`config.mk`:
```
export PLATFORM = sky130hd
export DESIGN_NAME = cv_mem_arbiter_flat
export DESIGN_NICKNAME = d
export VERILOG_FILES = /design/src/rtl/cv_mem_arbiter_if.sv /design/src/rtl/cv_mem_arbiter.sv /design/src/flat_wrapper.sv
export SDC_FILE = /design/constraint.sdc
export NUM_CORES = 1
export LEC_CHECK = 0
export BUFFER_PORTS_ARGS = -buffer_cell sky130_fd_sc_hd__buf_4
export CELL_PAD_IN_SITES_DETAIL_PLACEMENT = 1
export CELL_PAD_IN_SITES_GLOBAL_PLACEMENT = 2
export CORE_AREA = 2 2 100 102
export CTS_BUF_LIST = sky130_fd_sc_hd__clkbuf_4
export DETAILED_ROUTE_END_ITERATION = 7
export DIE_AREA = 0 0 102 104
export PLACE_DENSITY_LB_ADDON = 0.15
export SYNTH_ARGS = -nofsm -noshare
export SYNTH_HDL_FRONTEND = slang
export SYNTH_SLANG_ARGS = --single-unit
```
`constraint.sdc`:
```
create_clock -name clk_i -period 1.4 [get_ports clk_i]
set_input_delay 0.07 -clock clk_i [delete_from_list [all_inputs] [get_ports clk_i]]
set_output_delay 0.07 -clock clk_i [all_outputs]
set_load 0.1 [all_outputs]
```
`src/rtl/cv_mem_arbiter_if.sv`:
```
// Signal bundle between the Z80 address decoder, the download stream, the
// memory controller and cv_mem_arbiter. The arbiter uses the slave modport.
interface cv_mem_arbiter_if #(
  parameter int ADDR_W = 22
);
  // Z80 side: cpu_req_i is a level held for the whole Z80 access.
  logic              cpu_req_i;
  logic              cpu_we_i;
  logic [ADDR_W-1:0] cpu_addr_i;
  logic [7:0]        cpu_d_i;
  logic [7:0]        cpu_d_o;
  logic              cpu_wait_n_o;

  // Download side: valid/ready. The source raises dl_valid_i with address and
  // data and holds all three stable until it sees dl_ready_o high for one
  // cycle; that cycle is the transfer. The arbiter never drops a beat once
  // ready is pulsed, and ready is never pulsed without valid.
  logic              dl_valid_i;
  logic [ADDR_W-1:0] dl_addr_i;
  logic [7:0]        dl_d_i;
  logic              dl_ready_o;

  // Memory side: mem_ce_o is a one-cycle strobe, read data returns later.
  logic              mem_ce_o;
  logic              mem_we_o;
  logic [ADDR_W-1:0] mem_addr_o;
  logic [7:0]        mem_d_o;
  logic [7:0]        mem_q_i;

  logic              busy_o;
  logic [1:0]        state_dbg;

  modport slave (
    input  cpu_req_i, cpu_we_i, cpu_addr_i, cpu_d_i,
    output cpu_d_o, cpu_wait_n_o,
    input  dl_valid_i, dl_addr_i, dl_d_i,
    output dl_ready_o,
    output mem_ce_o, mem_we_o, mem_addr_o, mem_d_o,
    input  mem_q_i,
    output busy_o, state_dbg
  );

  modport master (
    output cpu_req_i, cpu_we_i, cpu_addr_i, cpu_d_i,
    input  cpu_d_o, cpu_wait_n_o,
    output dl_valid_i, dl_addr_i, dl_d_i,
    input  dl_ready_o,
    input  mem_ce_o, mem_we_o, mem_addr_o, mem_d_o,
    output mem_q_i,
    input  busy_o, state_dbg
  );
endinterface

```
`src/rtl/cv_mem_arbiter.sv`:
```
// Shares one synchronous memory port between Z80 accesses (stretched via WAIT)
// and a write-only download stream, with round-robin arbitration on collisions.
module cv_mem_arbiter #(
  parameter int ADDR_W = 22,
  parameter int RD_LAT = 2
) (
  input  logic             clk_i,
  input  logic             reset_n_i,
  cv_mem_arbiter_if.slave  bus
);

  typedef enum logic [1:0] {
    IDLE    = 2'd0,
    CPU_ACC = 2'd1,
    DL_ACC  = 2'd2,
    RD_WAIT = 2'd3
  } state_t;

  localparam logic       GRANT_DL  = 1'b0;
  localparam logic       GRANT_CPU = 1'b1;
  localparam logic [2:0] LAT_INIT  = 3'(RD_LAT - 1);

  state_t            state_q, state_d;
  logic              cpu_done_q;
  logic              last_grant_q;
  logic [2:0]        lat_cnt_q;
  logic              mem_ce_q, mem_we_q;
  logic [ADDR_W-1:0] mem_addr_q;
  logic [7:0]        mem_d_q;
  logic [7:0]        cpu_d_q;
  logic              dl_ready_q;

  logic cpu_pending;
  logic grant_cpu, grant_dl;
  logic rd_capture, cpu_complete;

  assign cpu_pending  = bus.cpu_req_i & ~cpu_done_q;
  assign rd_capture   = (state_q == RD_WAIT) && (lat_cnt_q == 3'd0);
  assign cpu_complete = ((state_q == CPU_ACC) && mem_we_q) || rd_capture;

  always_comb begin
    grant_cpu = 1'b0;
    grant_dl  = 1'b0;
    state_d   = state_q;
    case (state_q)
      IDLE: begin
        if (cpu_pending && bus.dl_valid_i) begin
          if (last_grant_q == GRANT_CPU) grant_dl  = 1'b1;
          else                           grant_cpu = 1'b1;
        end else if (cpu_pending) begin
          grant_cpu = 1'b1;
        end else if (bus.dl_valid_i) begin
          grant_dl = 1'b1;
        end
        if (grant_cpu)     state_d = CPU_ACC;
        else if (grant_dl) state_d = DL_ACC;
      end
      CPU_ACC: state_d = mem_we_q ? IDLE : RD_WAIT;
      DL_ACC:  state_d = IDLE;
      RD_WAIT: if (lat_cnt_q == 3'd0) state_d = IDLE;
      default: state_d = IDLE;
    endcase
  end

  // Strobe and bus values are loaded on the grant so they appear, registered,
  // exactly in the issue cycle and then hold.
  always_ff @(posedge clk_i or negedge reset_n_i) begin
    if (!reset_n_i) begin
      state_q      <= IDLE;
      cpu_done_q   <= 1'b0;
      last_grant_q <= GRANT_DL;
      lat_cnt_q    <= 3'd0;
      mem_ce_q     <= 1'b0;
      mem_we_q     <= 1'b0;
      mem_addr_q   <= '0;
      mem_d_q      <= 8'h00;
      cpu_d_q      <= 8'hFF;
      dl_ready_q   <= 1'b0;
    end else begin
      state_q    <= state_d;
      mem_ce_q   <= grant_cpu | grant_dl;
      dl_ready_q <= grant_dl;

      if (grant_cpu) begin
        mem_we_q   <= bus.cpu_we_i;
        mem_addr_q <= bus.cpu_addr_i;
        mem_d_q    <= bus.cpu_d_i;
      end else if (grant_dl) begin
        mem_we_q   <= 1'b1;
        mem_addr_q <= bus.dl_addr_i;
        mem_d_q    <= bus.dl_d_i;
      end

      if (state_q == CPU_ACC)     last_grant_q <= GRANT_CPU;
      else if (state_q == DL_ACC) last_grant_q <= GRANT_DL;

      if ((state_q == CPU_ACC) && !mem_we_q)             lat_cnt_q <= LAT_INIT;
      else if ((state_q == RD_WAIT) && (lat_cnt_q != 0)) lat_cnt_q <= lat_cnt_q - 3'd1;

      if (rd_capture) cpu_d_q <= bus.mem_q_i;

      // A dropped request never leaves cpu_done set, so the next request
      // always gets its own access.
      if (!bus.cpu_req_i)    cpu_done_q <= 1'b0;
      else if (cpu_complete) cpu_done_q <= 1'b1;
    end
  end

  assign bus.cpu_wait_n_o = ~cpu_pending;
  assign bus.cpu_d_o      = cpu_d_q;
  assign bus.dl_ready_o   = dl_ready_q;
  assign bus.mem_ce_o     = mem_ce_q;
  assign bus.mem_we_o     = mem_we_q;
  assign bus.mem_addr_o   = mem_addr_q;
  assign bus.mem_d_o      = mem_d_q;
  assign bus.busy_o       = (state_q != IDLE);
  assign bus.state_dbg    = state_q;

endmodule

```
`src/flat_wrapper.sv`:
```
// flat-port wrapper written by rule: the top's interface ports become plain ports
module cv_mem_arbiter_flat 
#(
  parameter int ADDR_W = 22,
  parameter int RD_LAT = 2
)
  (clk_i, reset_n_i, bus_cpu_req_i, bus_cpu_we_i, bus_cpu_addr_i, bus_cpu_d_i, bus_cpu_d_o, bus_cpu_wait_n_o, bus_dl_valid_i, bus_dl_addr_i, bus_dl_d_i, bus_dl_ready_o, bus_mem_ce_o, bus_mem_we_o, bus_mem_addr_o, bus_mem_d_o, bus_mem_q_i, bus_busy_o, bus_state_dbg);
  cv_mem_arbiter_if #(.ADDR_W(ADDR_W)) bus_i ();
  input  logic clk_i;
  input  logic reset_n_i;
  input wire logic [$bits(bus_i.cpu_req_i)-1:0] bus_cpu_req_i;
  input wire logic [$bits(bus_i.cpu_we_i)-1:0] bus_cpu_we_i;
  input wire logic [$bits(bus_i.cpu_addr_i)-1:0] bus_cpu_addr_i;
  input wire logic [$bits(bus_i.cpu_d_i)-1:0] bus_cpu_d_i;
  output wire logic [$bits(bus_i.cpu_d_o)-1:0] bus_cpu_d_o;
  output wire logic [$bits(bus_i.cpu_wait_n_o)-1:0] bus_cpu_wait_n_o;
  input wire logic [$bits(bus_i.dl_valid_i)-1:0] bus_dl_valid_i;
  input wire logic [$bits(bus_i.dl_addr_i)-1:0] bus_dl_addr_i;
  input wire logic [$bits(bus_i.dl_d_i)-1:0] bus_dl_d_i;
  output wire logic [$bits(bus_i.dl_ready_o)-1:0] bus_dl_ready_o;
  output wire logic [$bits(bus_i.mem_ce_o)-1:0] bus_mem_ce_o;
  output wire logic [$bits(bus_i.mem_we_o)-1:0] bus_mem_we_o;
  output wire logic [$bits(bus_i.mem_addr_o)-1:0] bus_mem_addr_o;
  output wire logic [$bits(bus_i.mem_d_o)-1:0] bus_mem_d_o;
  input wire logic [$bits(bus_i.mem_q_i)-1:0] bus_mem_q_i;
  output wire logic [$bits(bus_i.busy_o)-1:0] bus_busy_o;
  output wire logic [$bits(bus_i.state_dbg)-1:0] bus_state_dbg;
  assign bus_i.cpu_req_i = bus_cpu_req_i;
  assign bus_i.cpu_we_i = bus_cpu_we_i;
  assign bus_i.cpu_addr_i = bus_cpu_addr_i;
  assign bus_i.cpu_d_i = bus_cpu_d_i;
  assign bus_cpu_d_o = bus_i.cpu_d_o;
  assign bus_cpu_wait_n_o = bus_i.cpu_wait_n_o;
  assign bus_i.dl_valid_i = bus_dl_valid_i;
  assign bus_i.dl_addr_i = bus_dl_addr_i;
  assign bus_i.dl_d_i = bus_dl_d_i;
  assign bus_dl_ready_o = bus_i.dl_ready_o;
  assign bus_mem_ce_o = bus_i.mem_ce_o;
  assign bus_mem_we_o = bus_i.mem_we_o;
  assign bus_mem_addr_o = bus_i.mem_addr_o;
  assign bus_mem_d_o = bus_i.mem_d_o;
  assign bus_i.mem_q_i = bus_mem_q_i;
  assign bus_busy_o = bus_i.busy_o;
  assign bus_state_dbg = bus_i.state_dbg;
  cv_mem_arbiter #(.ADDR_W(ADDR_W), .RD_LAT(RD_LAT)) u_core (.clk_i(clk_i), .reset_n_i(reset_n_i), .bus(bus_i));
endmodule
```
---- Yosys cells after proc, flatten, opt, wreduce, memory -nomap -nowiden ----
Cells that the tools add are included.
cells by class
  bitwise operators ....................... 4
  equality and inequality tests ........... 6
  reductions and logical operators ........ 15
  $add $sub $neg .......................... 1
  multiplexer cells ....................... 28
operators with widths
  operator             count
  $mux 22              2
  $mux 1               17
  $mux 8               2
  $mux 2               4
  $pmux 2 s4           1
  $reduce_bool 2->1    4
  $mux 3               2
  $logic_and 1x1->1    5
  $eq 2x2->1 const B   2
  $logic_not 3->1      1
  $ne 3x1->1 const B   1
  $reduce_bool 3->1    1
  $sub 3x1->3 const B  1
  $eq 2x1->1 const B   1
  $logic_not 2->1      1
  $ne 2x1->1 const B   1
  $ne 2x2->1 const B   1
  $not 1->1            2
  $reduce_and 2->1     1
  $and 1x1->1          1
  $logic_not 1->1      1
  $logic_or 1x1->1     1
  $or 1x1->1           1
storage, ports and cells
  bits in registers ....................... 48
  word-level logic and storage cells ...... 64

---- Longest topological paths before layout ----
  depth in word-level cells ............... 8
  depth in mapped cells ................... 8
  mapped depth without buffers ............ 7

---- Worst setup path before layout ----
No wires, ideal clock.
  kind .................................... reg-to-reg
  start ................................... register u_core.state_q[1], in the netlist u_core.bus.state_dbg[1]
  end ..................................... register u_core.mem_we_q, in the netlist u_core.bus.mem_we_o
  slack ................................... -924 ps
  required time ........................... 1,332 ps
  data arrival time ....................... 2,256 ps
  cell stages (with the launch flop) ...... 5
  period minus slack after synthesis ...... 2,324 ps
  library setup time ...................... 68 ps
  cell sequence ........................... dfrtp_1 > inv_1 > ha_1 > inv_1 > o32a_1
between the ends
  longest elaborated chain between the ends .. 3
ends and longest elaborated chain
  item                                                RTL line              RTL
  from (decl)                                         cv_mem_arbiter.sv:23  state_t state_q, state_d;
  from (signal assigned)                              cv_mem_arbiter.sv:80  state_q <= state_d;
  $logic_not 2->1 (*)                                 cv_mem_arbiter.sv:45  case (state_q)
  $mux 1                                              cv_mem_arbiter.sv:45
  $mux 1 / $reduce_bool 2->1 (equally long branches)  -
  to (signal assigned)                                cv_mem_arbiter.sv:85  mem_we_q <= bus.cpu_we_i;
  to (decl)                                           cv_mem_arbiter.sv:27  logic mem_ce_q, mem_we_q;
Every way passes the cells marked *; elsewhere a longest branch is shown, timed or not.
A chain may end at the register's enable or synchronous reset.

---- Final worst setup path ----
  start ................................... register u_core.state_q[0], in the netlist u_core.bus.state_dbg[0]
  end ..................................... output bus_busy_o
between the ends
  longest elaborated chain between the ends .. 1
ends and longest elaborated chain
  item               RTL line               RTL
  $reduce_bool 2->1  cv_mem_arbiter.sv:116  assign bus.busy_o = (state_q != IDLE);
  to (decl)          flat_wrapper.sv:26     output wire logic [$bits(bus_i.busy_o)-1:0] bus_busy_o;
Every way passes these cells.

==> key figures <==
Place
  • Port Buffers: 117
  • Post-DP HPWL: 4570 um
  • GPL Wtd Cong: 0.678

Finish
  • Share of layout cells above drive strength 1: 46.7%
  • Fill cell count: 1071
  • Multi-input logic area: 1020 um^2
  • Commonest non-fill, non-tap cells in the layout: buf_4 (125), dlygate4sd3_1 (71), dfrtp_1 (38)
  • # nets final: 482
  • Register area: 1220 um^2
  • Most common cell after layout, fill and taps aside: buf_4
  • # diodes: 0
  • Layout area overhead: 95.2%

Logic synthesis
  • Yosys Warn Count: 0
  • Synth cell types: 29
  • Cells after synthesis: 200
  • Post-Synthesis Net Count: approximately 280
  • Cell Area, Synth: about 2200 um^2
  • Sequential fraction of the synthesis area: 54.3%
  • Post-synth top area share: between 40% and 50%
  • Area leader, netlist: dfrtp_1
  • FF+latch count, synth: 48
  • Mean post-synth cell area: 11.2 um^2
  • Area contributors post-synth: dfrtp_1 (45%), mux2i_1 (13%), dfstp_2 (9.4%)

Clock network
  • Number of CTS-inserted buffers: 5
  • Clock Latency Late Sink: 0.36 ns
  • Worst-path clk slew: 0.14 ns
  • H-tree depth: 2
  • CTS tree: done
  • Longest Clk Path Bufs: 2
  • Clock Sink Count: 48
  • Root buf cell: clkbuf_4

Worst setup path
  • Crit path depth: 4
  • Worst setup SP type: flop
  • WP buf/inv: 3
  • Cells along the critical path: inv_2, ha_4, clkinvlp_4, buf_8
  • Crit-path max cell delay: 0.54 ns
  • Worst Path Required: 1.33 ns
  • Slowest CP cell: dfrtp_4
  • FF-to-FF setup slack: -0.07 ns
  • R2r worst-path depth: 7
  • Crit path max fanout: 4
  • FF-to-FF Start: u_core.bus.state_dbg[0]
  • Setup crit end kind: primary output
  • Reg-to-reg endpoint: u_core.bus.mem_addr_o[1]
  • Cell family with most CP delay: flip-flops
  • CP arrival: 1.40 ns
  • CP Class: flop to primary output

Timing
  • Achievable frequency: around 680 MHz
  • Final Max Tran Viols: 0
  • Slew @ Worst Pin: around 0.37 ns
  • RSZ-0062 raised after global routing: true
  • Relative slew slack: 75.5%
  • Setup TNS: -1.43 ns
  • Final Hold Fails: 0
  • Crit path time final: 1.47 ns
  • Post-route setup slack: -0.0658 ns
  • Setup Skew: between 0.015 and 0.02 ns
  • Final setup violation count: 34
  • Final Cycle Share: 105%

Drt
  • Final wirelength: between 7000 and 8000 um
  • DR vias: 2233
  • DRT Pass-1 Iters: 4
  • WL/cell: 13.5 um
  • Antenna Nets Post-Route: 0
  • Vias per inst: about 4.2
  • Residual DRC: 0
  • DR iter-0 viols: 27

Min path
  • Hold Crit Endpoint: u_core.bus.mem_addr_o[10]
  • Worst Hold Depth: 3
  • HP Start: bus_dl_addr_i[10]
  • Hold Crit Class: primary input to flop

Floorplanning
  • Starting density of the core: 23.4%
  • I/O pin cnt: 118
  • Core footprint: 9550 um^2
  • Core Rows: 36
  • DIE AREA: 10600 um^2
  • Die Width: 102 um
  • Die Height: 104 um

Global route
  • Total GRT Usage: 13.2%
  • First-pass GRT wire length: approximately 11000 um
  • Vias in the first global route: 2289
  • GRT Residual Overflow: 0
  • Initial antenna violation count: 0
  • Largest net degree at the start of global routing: 31

Outcome
  • Status: complete, but fails checks
  • Failing checks: negative setup slack

Flow run
  • Max-cap violation count: 0
## stage by stage
stage | util (%) | hold WS, ns | setup slack, ns | cells | area (um^2)
final | 45.6 | 0.0181 | -0.0658 | 538 | 4350
after global routing | 45.6 | 0.00786 | -0.148 | 538 | 4350
after CTS | 43.7 | 0.000617 | -0.0765 | 530 | 4170
after detailed placement | 35.4 | 0.0113 | -0.130 | 450 | 3380
after global placement | 35.4 | 0.0111 | -0.0954 | 450 | 3380
after floorplan | - | -0.226 | -0.509 | 200 | 2310
## cells in the mapped netlist
library cell / count
mux2_2: 9
inv_1: 8
nor2b_1: 2
or2b_2: 1
ha_1: 5
o21ai_1: 26
buf_1: 1
o22ai_1: 1
o211ai_1: 1
and3_2: 1
dfrtp_1: 40
buf_8: 2
o21ai_2: 2
clkbuf_2: 3
o21ai_0: 6
nand2b_1: 1
a21boi_0: 1
buf_6: 1
nor2_1: 6
o21bai_1: 1
nand2_4: 1
a21oi_1: 5
nor2b_4: 1
o32a_1: 1
mux2i_1: 30
buf_2: 3
nand2_1: 32
dfstp_2: 8
or3_1: 1
## how the worst max path moves through the flow
stage	start	end	slack, ns
2_1_floorplan	u_core.bus.state_dbg[1]	u_core.bus.mem_we_o	-0.51
3_3_place_gp	u_core.lat_cnt_q[0]	u_core.bus.state_dbg[0]	-0.1
3_5_place_dp	u_core.lat_cnt_q[0]	u_core.bus.state_dbg[0]	-0.13
4_1_cts	u_core.bus.state_dbg[0]	bus_busy_o	-0.08
5_1_grt	u_core.bus.state_dbg[1]	bus_busy_o	-0.15
6_report	u_core.bus.state_dbg[0]	bus_busy_o	-0.07
## cell families (layout without fill, tap and decap cells)
family / after synthesis / after routing / synth area share, %
AO/OA/AOI/OAI: 44 / 44 / 10.8
adder cells (fa/ha/maj): 5 / 5 / 2.80
buffers and inverters: 18 / 223 / 4.71
flip-flops: 48 / 48 / 54.3
multiplexers: 39 / 39 / 18.0
AND/OR/NAND/NOR: 46 / 46 / 9.37
## area by class of cell
cell class / count / area share [%]
clock inverter: 1 / 0.115
sequential: 48 / 28.0
timing repair buffer: 207 / 42.4
multi-input combinational: 134 / 23.5
inverter: 8 / 0.920
clock buffer: 7 / 1.21
tap: 133 / 3.82
## flip-flops by register name, summed over array words and instances, names as in the netlist
register               cells
u_core.bus.dl_ready_o      1
u_core.last_grant_q        1
u_core.cpu_done_q          1
u_core.bus.cpu_d_o         8
u_core.bus.mem_we_o        1
u_core.bus.state_dbg       2
u_core.bus.mem_addr_o     22
u_core.lat_cnt_q           3
u_core.bus.mem_d_o         8
u_core.bus.mem_ce_o        1
## worst min-delay path: cells and delay by family
family                 cells  cell delay, ns
AO/OA/AOI/OAI              1            0.11
multiplexers               1            0.08
buffers and inverters      1            0.07
## layer usage
metal | part of all wire, % | track usage (%) | routed length, um
met1 | 42 | 15.9 | 3040
met2 | 52 | 23.0 | 3740
met3 | 5.2 | 3.43 | 377
met4 | 1.2 | 3.81 | 90
met5 | 0 | 0 | 0
## repair_timing
action	4_1_cts	5_1_grt
setup buffers	3	4
gates cloned	0	2
endpoints found under the hold margin	80	2
endpoints found under the setup margin	14	47
pin swaps	1	4
hold buffers	69	2
resized for setup	10	18
Power is left out: the tool's default activity adds up to more than one toggle a clock period on the data nets, which glitch-free logic cannot reach.
